`src/rtl/keycode_evt_pkg.sv`:
```
// Shared encodings for the keycode event controller: event types, FSM states,
// the packed event word carried through the queue, and small helpers.
package keycode_evt_pkg;

    localparam logic [7:0] KEY_NONE = 8'h00;
    localparam int         EVT_W    = 10;

    typedef enum logic [1:0] {
        EVT_NONE    = 2'b00,
        EVT_PRESS   = 2'b01,
        EVT_RELEASE = 2'b10,
        EVT_REPEAT  = 2'b11
    } evt_type_e;

    typedef enum logic [1:0] {
        ST_IDLE,
        ST_DELAY,
        ST_REPEAT,
        ST_SWAP
    } state_e;

    typedef struct packed {
        evt_type_e  typ;
        logic [7:0] code;
    } evt_t;

    function automatic int max_int(input int a, input int b);
        return (a > b) ? a : b;
    endfunction

endpackage

```
`src/rtl/evt_fifo.sv`:
```
// First-word-fall-through event queue; DEPTH must be a power of two (>= 2).
// A push into a full queue is accepted only when a pop happens in the same cycle.
module evt_fifo #(
    parameter int WIDTH = 10,
    parameter int DEPTH = 8
) (
    input  logic                   clk_i,
    input  logic                   rst_i,
    input  logic                   push_i,
    input  logic [WIDTH-1:0]       wr_data_i,
    input  logic                   pop_i,
    output logic [WIDTH-1:0]       rd_data_o,
    output logic                   valid_o,
    output logic                   full_o,
    output logic [$clog2(DEPTH):0] count_o
);

    localparam int AW = $clog2(DEPTH);

    logic [WIDTH-1:0] mem_q [DEPTH];
    logic [AW-1:0]    wr_ptr_q, wr_ptr_d;
    logic [AW-1:0]    rd_ptr_q, rd_ptr_d;
    logic [AW:0]      count_q, count_d;
    logic             push_en, pop_en;

    assign valid_o   = (count_q != '0);
    assign full_o    = (count_q == (AW+1)'(DEPTH));
    assign count_o   = count_q;
    assign rd_data_o = mem_q[rd_ptr_q];

    assign pop_en  = pop_i && valid_o;
    assign push_en = push_i && (!full_o || pop_en);

    always_comb begin
        wr_ptr_d = wr_ptr_q;
        rd_ptr_d = rd_ptr_q;
        count_d  = count_q;
        if (push_en) wr_ptr_d = wr_ptr_q + AW'(1);
        if (pop_en)  rd_ptr_d = rd_ptr_q + AW'(1);
        if (push_en && !pop_en)      count_d = count_q + (AW+1)'(1);
        else if (pop_en && !push_en) count_d = count_q - (AW+1)'(1);
    end

    always_ff @(posedge clk_i or posedge rst_i) begin
        if (rst_i) begin
            wr_ptr_q <= '0;
            rd_ptr_q <= '0;
            count_q  <= '0;
        end else begin
            wr_ptr_q <= wr_ptr_d;
            rd_ptr_q <= rd_ptr_d;
            count_q  <= count_d;
        end
    end

    // Storage carries data only, so it is left out of reset.
    always_ff @(posedge clk_i) begin
        if (push_en) mem_q[wr_ptr_q] <= wr_data_i;
    end

endmodule

```
`src/rtl/keycode_event_ctrl.sv`:
```
// Turns a level keycode into PRESS / RELEASE / auto-REPEAT events and queues
// them for a consumer; a dropped push sets a sticky overflow flag.
module keycode_event_ctrl
    import keycode_evt_pkg::*;
#(
    parameter int REPEAT_DELAY = 25_000_000,
    parameter int REPEAT_RATE  = 5_000_000,
    parameter int FIFO_DEPTH   = 8
) (
    input  logic                        Clk,
    input  logic                        Reset,
    input  logic [7:0]                  keycode,
    input  logic                        evt_ready,
    input  logic                        clr_overflow,
    output logic                        evt_valid,
    output logic [7:0]                  evt_code,
    output logic [1:0]                  evt_type,
    output logic [7:0]                  held_code,
    output logic [$clog2(FIFO_DEPTH):0] fifo_count,
    output logic                        overflow
);

    localparam int CNT_MAX = max_int(REPEAT_DELAY, REPEAT_RATE);
    localparam int CNT_W   = (CNT_MAX > 1) ? $clog2(CNT_MAX + 1) : 1;
    localparam logic [CNT_W-1:0] DELAY_LAST = CNT_W'(REPEAT_DELAY - 1);
    localparam logic [CNT_W-1:0] RATE_LAST  = CNT_W'(REPEAT_RATE - 1);

    state_e            state_q, state_d;
    logic [7:0]        kc_q;
    logic [7:0]        held_q, held_d;
    logic [CNT_W-1:0]  cnt_q, cnt_d;
    logic              ovf_q, ovf_d;
    logic              push;
    evt_t              push_evt;
    logic              fifo_full, pop, drop;
    logic [EVT_W-1:0]  head;
    logic              timer_done;

    assign timer_done = (state_q == ST_DELAY) ? (cnt_q == DELAY_LAST) : (cnt_q == RATE_LAST);

    always_comb begin
        state_d  = state_q;
        held_d   = held_q;
        cnt_d    = cnt_q;
        push     = 1'b0;
        push_evt = '{typ: EVT_PRESS, code: KEY_NONE};
        case (state_q)
            ST_IDLE: begin
                if (kc_q != KEY_NONE) begin
                    push     = 1'b1;
                    push_evt = '{typ: EVT_PRESS, code: kc_q};
                    held_d   = kc_q;
                    cnt_d    = '0;
                    state_d  = ST_DELAY;
                end
            end
            ST_DELAY, ST_REPEAT: begin
                // A key change takes priority over a timer expiring in the same cycle.
                if (kc_q == KEY_NONE) begin
                    push     = 1'b1;
                    push_evt = '{typ: EVT_RELEASE, code: held_q};
                    held_d   = KEY_NONE;
                    state_d  = ST_IDLE;
                end else if (kc_q != held_q) begin
                    push     = 1'b1;
                    push_evt = '{typ: EVT_RELEASE, code: held_q};
                    state_d  = ST_SWAP;
                end else if (timer_done) begin
                    push     = 1'b1;
                    push_evt = '{typ: EVT_REPEAT, code: held_q};
                    cnt_d    = '0;
                    state_d  = ST_REPEAT;
                end else begin
                    cnt_d = cnt_q + CNT_W'(1);
                end
            end
            ST_SWAP: begin
                if (kc_q != KEY_NONE) begin
                    push     = 1'b1;
                    push_evt = '{typ: EVT_PRESS, code: kc_q};
                    held_d   = kc_q;
                    cnt_d    = '0;
                    state_d  = ST_DELAY;
                end else begin
                    held_d  = KEY_NONE;
                    state_d = ST_IDLE;
                end
            end
            default: state_d = ST_IDLE;
        endcase
    end

    assign pop  = evt_valid && evt_ready;
    assign drop = push && fifo_full && !pop;

    always_comb begin
        ovf_d = ovf_q;
        if (drop)              ovf_d = 1'b1;
        else if (clr_overflow) ovf_d = 1'b0;
    end

    always_ff @(posedge Clk or posedge Reset) begin
        if (Reset) begin
            state_q <= ST_IDLE;
            kc_q    <= KEY_NONE;
            held_q  <= KEY_NONE;
            cnt_q   <= '0;
            ovf_q   <= 1'b0;
        end else begin
            state_q <= state_d;
            kc_q    <= keycode;
            held_q  <= held_d;
            cnt_q   <= cnt_d;
            ovf_q   <= ovf_d;
        end
    end

    evt_fifo #(
        .WIDTH (EVT_W),
        .DEPTH (FIFO_DEPTH)
    ) u_fifo (
        .clk_i     (Clk),
        .rst_i     (Reset),
        .push_i    (push),
        .wr_data_i (push_evt),
        .pop_i     (pop),
        .rd_data_o (head),
        .valid_o   (evt_valid),
        .full_o    (fifo_full),
        .count_o   (fifo_count)
    );

    assign evt_code  = head[7:0];
    assign evt_type  = head[9:8];
    assign held_code = held_q;
    assign overflow  = ovf_q;

endmodule

```
`config.mk`:
```
export PLATFORM = sky130hd
export DESIGN_NAME = keycode_event_ctrl
export DESIGN_NICKNAME = d
export VERILOG_FILES = /design/src/rtl/keycode_evt_pkg.sv /design/src/rtl/evt_fifo.sv /design/src/rtl/keycode_event_ctrl.sv
export SDC_FILE = /design/constraint.sdc
export NUM_CORES = 1
export LEC_CHECK = 0
export CAP_MARGIN = 20
export CORE_MARGIN = 4
export CORE_UTILIZATION = 30
export DETAILED_ROUTE_END_ITERATION = 6
export GPL_ROUTABILITY_DRIVEN = 0
export PLACE_DENSITY = 0.58
export SLEW_MARGIN = 20
export SYNTH_ARGS = -nofsm -noshare
export SYNTH_HDL_FRONTEND = slang
export SYNTH_SLANG_ARGS = --single-unit
```
`constraint.sdc`:
```
create_clock -name Clk -period 9.6 [get_ports Clk]
set_input_delay 0.96 -clock Clk [delete_from_list [all_inputs] [get_ports Clk]]
set_output_delay 0.96 -clock Clk [all_outputs]
set_load 0.05 [all_outputs]
```
==> results_dict.tcl <==
set metrics [dict create \
    run_status "complete, no violations" \
    clk_path_buf_depth 2 \
    vias 3387 \
    avgSynthCellArea_um2 14.6 \
    area_growth_pct 21.0 \
    crit_family "flip-flops" \
    start_util_pct 30.7 \
    dp_slack_ns 6.08 \
    antennaDiodeCount 0 \
    period_share_pct 39.4 \
    r2r_cells 14 \
    cts-buffers-inserted 17 \
    drive_gt1_share_pct 19.7 \
    clkSinkCount 134 \
    pwr_density_cell_nw_per_um2 373 \
    clkTransAtPathRegs_ns 0.06 \
    insertion_delay_ns 0.42 \
    hold_viol 0 \
    h-tree-depth 4 \
    dieArea_um2 22400 \
    overflow 0 \
    routed_wl_um 12000 \
    synth_cell_types 54 \
    antenna_left 0 \
    crit_required_ns 8.64 \
    crit_fanout 22 \
    setup-violations-final 0 \
    slew_violations 0 \
    die_w_um 150 \
    synth_most_common_cell "edfxtp_1" \
    synthArstFlopShare_pct 40.3 \
    r2r-end "u_fifo.count_o[3]$_DFFE_PP0P_" \
    worstSetupPathType "reg -> out" \
    root_buffer "clkbuf_16" \
    wire_per_inst_um 16.4 \
    relSlewSlack_pct 25.5 \
    maxCapViolCount 0 \
    fin_nets 477 \
    cts_hold_buf 0 \
    endpoint "evt_code[1]" \
    synth_top_area_share_pct 39.9 \
    r2r_setup_slack_ns 6.18 \
    post-synth-top-area-cell "edfxtp_1" \
    startpoint "u_fifo.rd_ptr_q[1]$_DFFE_PP0P_" \
    rr_startpoint "state_q[1]$_DFFE_PP0P_" \
    viasPerCell 4.63 \
    end_kind "output pin" \
    start_kind "register" \
    ys_ff_latch 134 \
    cts_tree "done" \
    antenna_found_initial 0 \
    fin_skew_ns 0.00936 \
    synth.area.top_cells "edfxtp_1 40%, dfrtp_1 22%, mux4_2 7.5%" \
    cp_num_buf_inv 1 \
    ir_worst_vdd_mv 0.153 \
    worstHoldPathType "reg -> reg" \
    synthesis.nets 434 \
    synthFlopType "edfxtp_1" \
    tightest_slew_ns 1.11 \
    die_y_um 150 \
    cpPeakStageDelay_ns 0.98 \
    yosys_warnings 0 \
    core_um2 19600 \
    cp_slowest_cell "dfrtp_1" \
    num_rows 51 \
    grt_max_degree 55 \
    hold_start "u_fifo.rd_ptr_q[0]$_DFFE_PP0P_" \
    dp_hpwl_um 8090 \
    seq_area_um2 3750 \
    whs_ns 0.516 \
    final_util_pct 37.2 \
    seq_area_frac_synth_pct 62.4 \
    grt_usage_pct 11.6 \
    post_cts_buffers 0 \
    rsz0062_at_grt "no" \
    drc 0 \
    finalWorstSetupSlack_ns 5.82 \
    mappedNetlistArea_um2 6020 \
    synthCells 411 \
    synth_common_cells "80 x edfxtp_1, 54 x dfrtp_1, 37 x nand2_1, 26 x nor2_1, 25 x xnor2_1" \
    synth_edf_count 80 \
    first_pass_iters 4 \
    finalSetupTns_ns 0 \
    p_leak_nw 2.62 \
    cp.depth 3 \
    grt_pass1_wl_um 19800 \
    port_buffers 35 \
    period_minus_slack_ns 3.78 \
    worstPathArrival_ns 2.82 \
    drt_iter0_drc 201 \
    grt_pass1_vias 3711 \
    pin_count 36 \
    nFillCells 1849 \
    fmax_mhz 264 \
    cts-resized-gates 0 \
    multiInputGateArea_um2 2180 \
    cp_cell_sequence "mux4_2 -> mux2_2 -> clkdlybuf4s50_1" \
]
## per-stage QoR
stage | instances | area (um^2) | power (mW)
global route | 732 | 7280 | 2.87
global placement | 700 | 6660 | 2.05
detailed placement | 700 | 6660 | 2.08
CTS | 732 | 7280 | 2.76
finish | 732 | 7280 | 2.72
floorplan | 411 | 6020 | 1.75
## registers in the layout, indices dropped and copies added (netlist names)
signal / count
overflow: 1
state_q: 2
kc_q: 8
u_fifo.count_o: 4
cnt_q: 25
u_fifo.wr_ptr_q: 3
held_code: 8
u_fifo.rd_ptr_q: 3
u_fifo.mem_q: 80
## metal layers
| metal | share of wire, % | vias up | global-route usage [%] |
|---|---|---|---|
| li1 | - | 1627 | - |
| met1 | 43 | 1705 | 13.7 |
| met2 | 52 | 40 | 20.1 |
| met3 | 3.2 | 15 | 3.39 |
| met4 | 1.3 | 0 | 3.89 |
| met5 | 0 | - | 0 |
## cell usage in the layout, fill, tap and decap left out, types with 3 or more instances in the layout
master	n
edfxtp_1	80
dfrtp_1	54
nand2_1	37
clkdlybuf4s50_1	35
nor2_1	26
xnor2_1	25
mux4_2	20
clkbuf_16	17
o21ai_0	14
nand4_1	13
mux2_2	13
xor2_1	11
ha_1	10
a22o_1	9
nand3_1	7
and3_1	6
inv_1	5
nor3b_1	5
nor3_1	4
nor3b_2	4
a21oi_1	4
inv_6	4
clkinv_4	4
or4_1	3
and2_1	3
nor2_2	3
nor4b_1	3
bufinv_16	3
buf_4	3
## report_power, final
group	internal, mW	total [mW]	switching (mW)
Sequential	0.870	0.981	0.110
Combinational	0.409	1.06	0.652
Clock	0.417	0.675	0.258
Total	1.70	2.72	1.02
## worst min path at each step
| stage | endpoint | slack (ns) | cells after the start |
|---|---|---|---|
| global route | u_fifo.rd_ptr_q[0]$_DFFE_PP0P_ | 0.54 | 1 |
| floorplan | state_q[1]$_DFFE_PP0P_ | 0.48 | 1 |
| finish | u_fifo.rd_ptr_q[0]$_DFFE_PP0P_ | 0.52 | 1 |
| CTS | u_fifo.rd_ptr_q[0]$_DFFE_PP0P_ | 0.52 | 1 |
| detailed placement | cnt_q[0]$_DFFE_PP0P_ | 0.51 | 1 |
| global placement | state_q[1]$_DFFE_PP0P_ | 0.49 | 1 |
## cells by family (layout without fill, tap and decap cells)
family,count (synthesis),in the layout,share of synthesized area (%)
buffers and inverters,21,77,1.58
AO/OA/AOI/OAI,38,38,4.95
multiplexers,34,34,10.2
AND/OR/NAND/NOR,137,137,13.2
adder cells (fa/ha/maj),11,11,2.41
XOR/XNOR,36,36,5.24
flip-flops,134,134,62.4
## cell type report
| type | instances | area share (%) |
|---|---|---|
| clock buffers | 18 | 5.89 |
| flip-flops and latches | 134 | 51.6 |
| clock inverters | 14 | 2.61 |
| well taps | 265 | 4.55 |
| multi-input cells | 256 | 29.9 |
| repair buffers | 38 | 5.12 |
| inverters | 7 | 0.361 |
No activity file was read; power rests on OpenSTA's default activity.
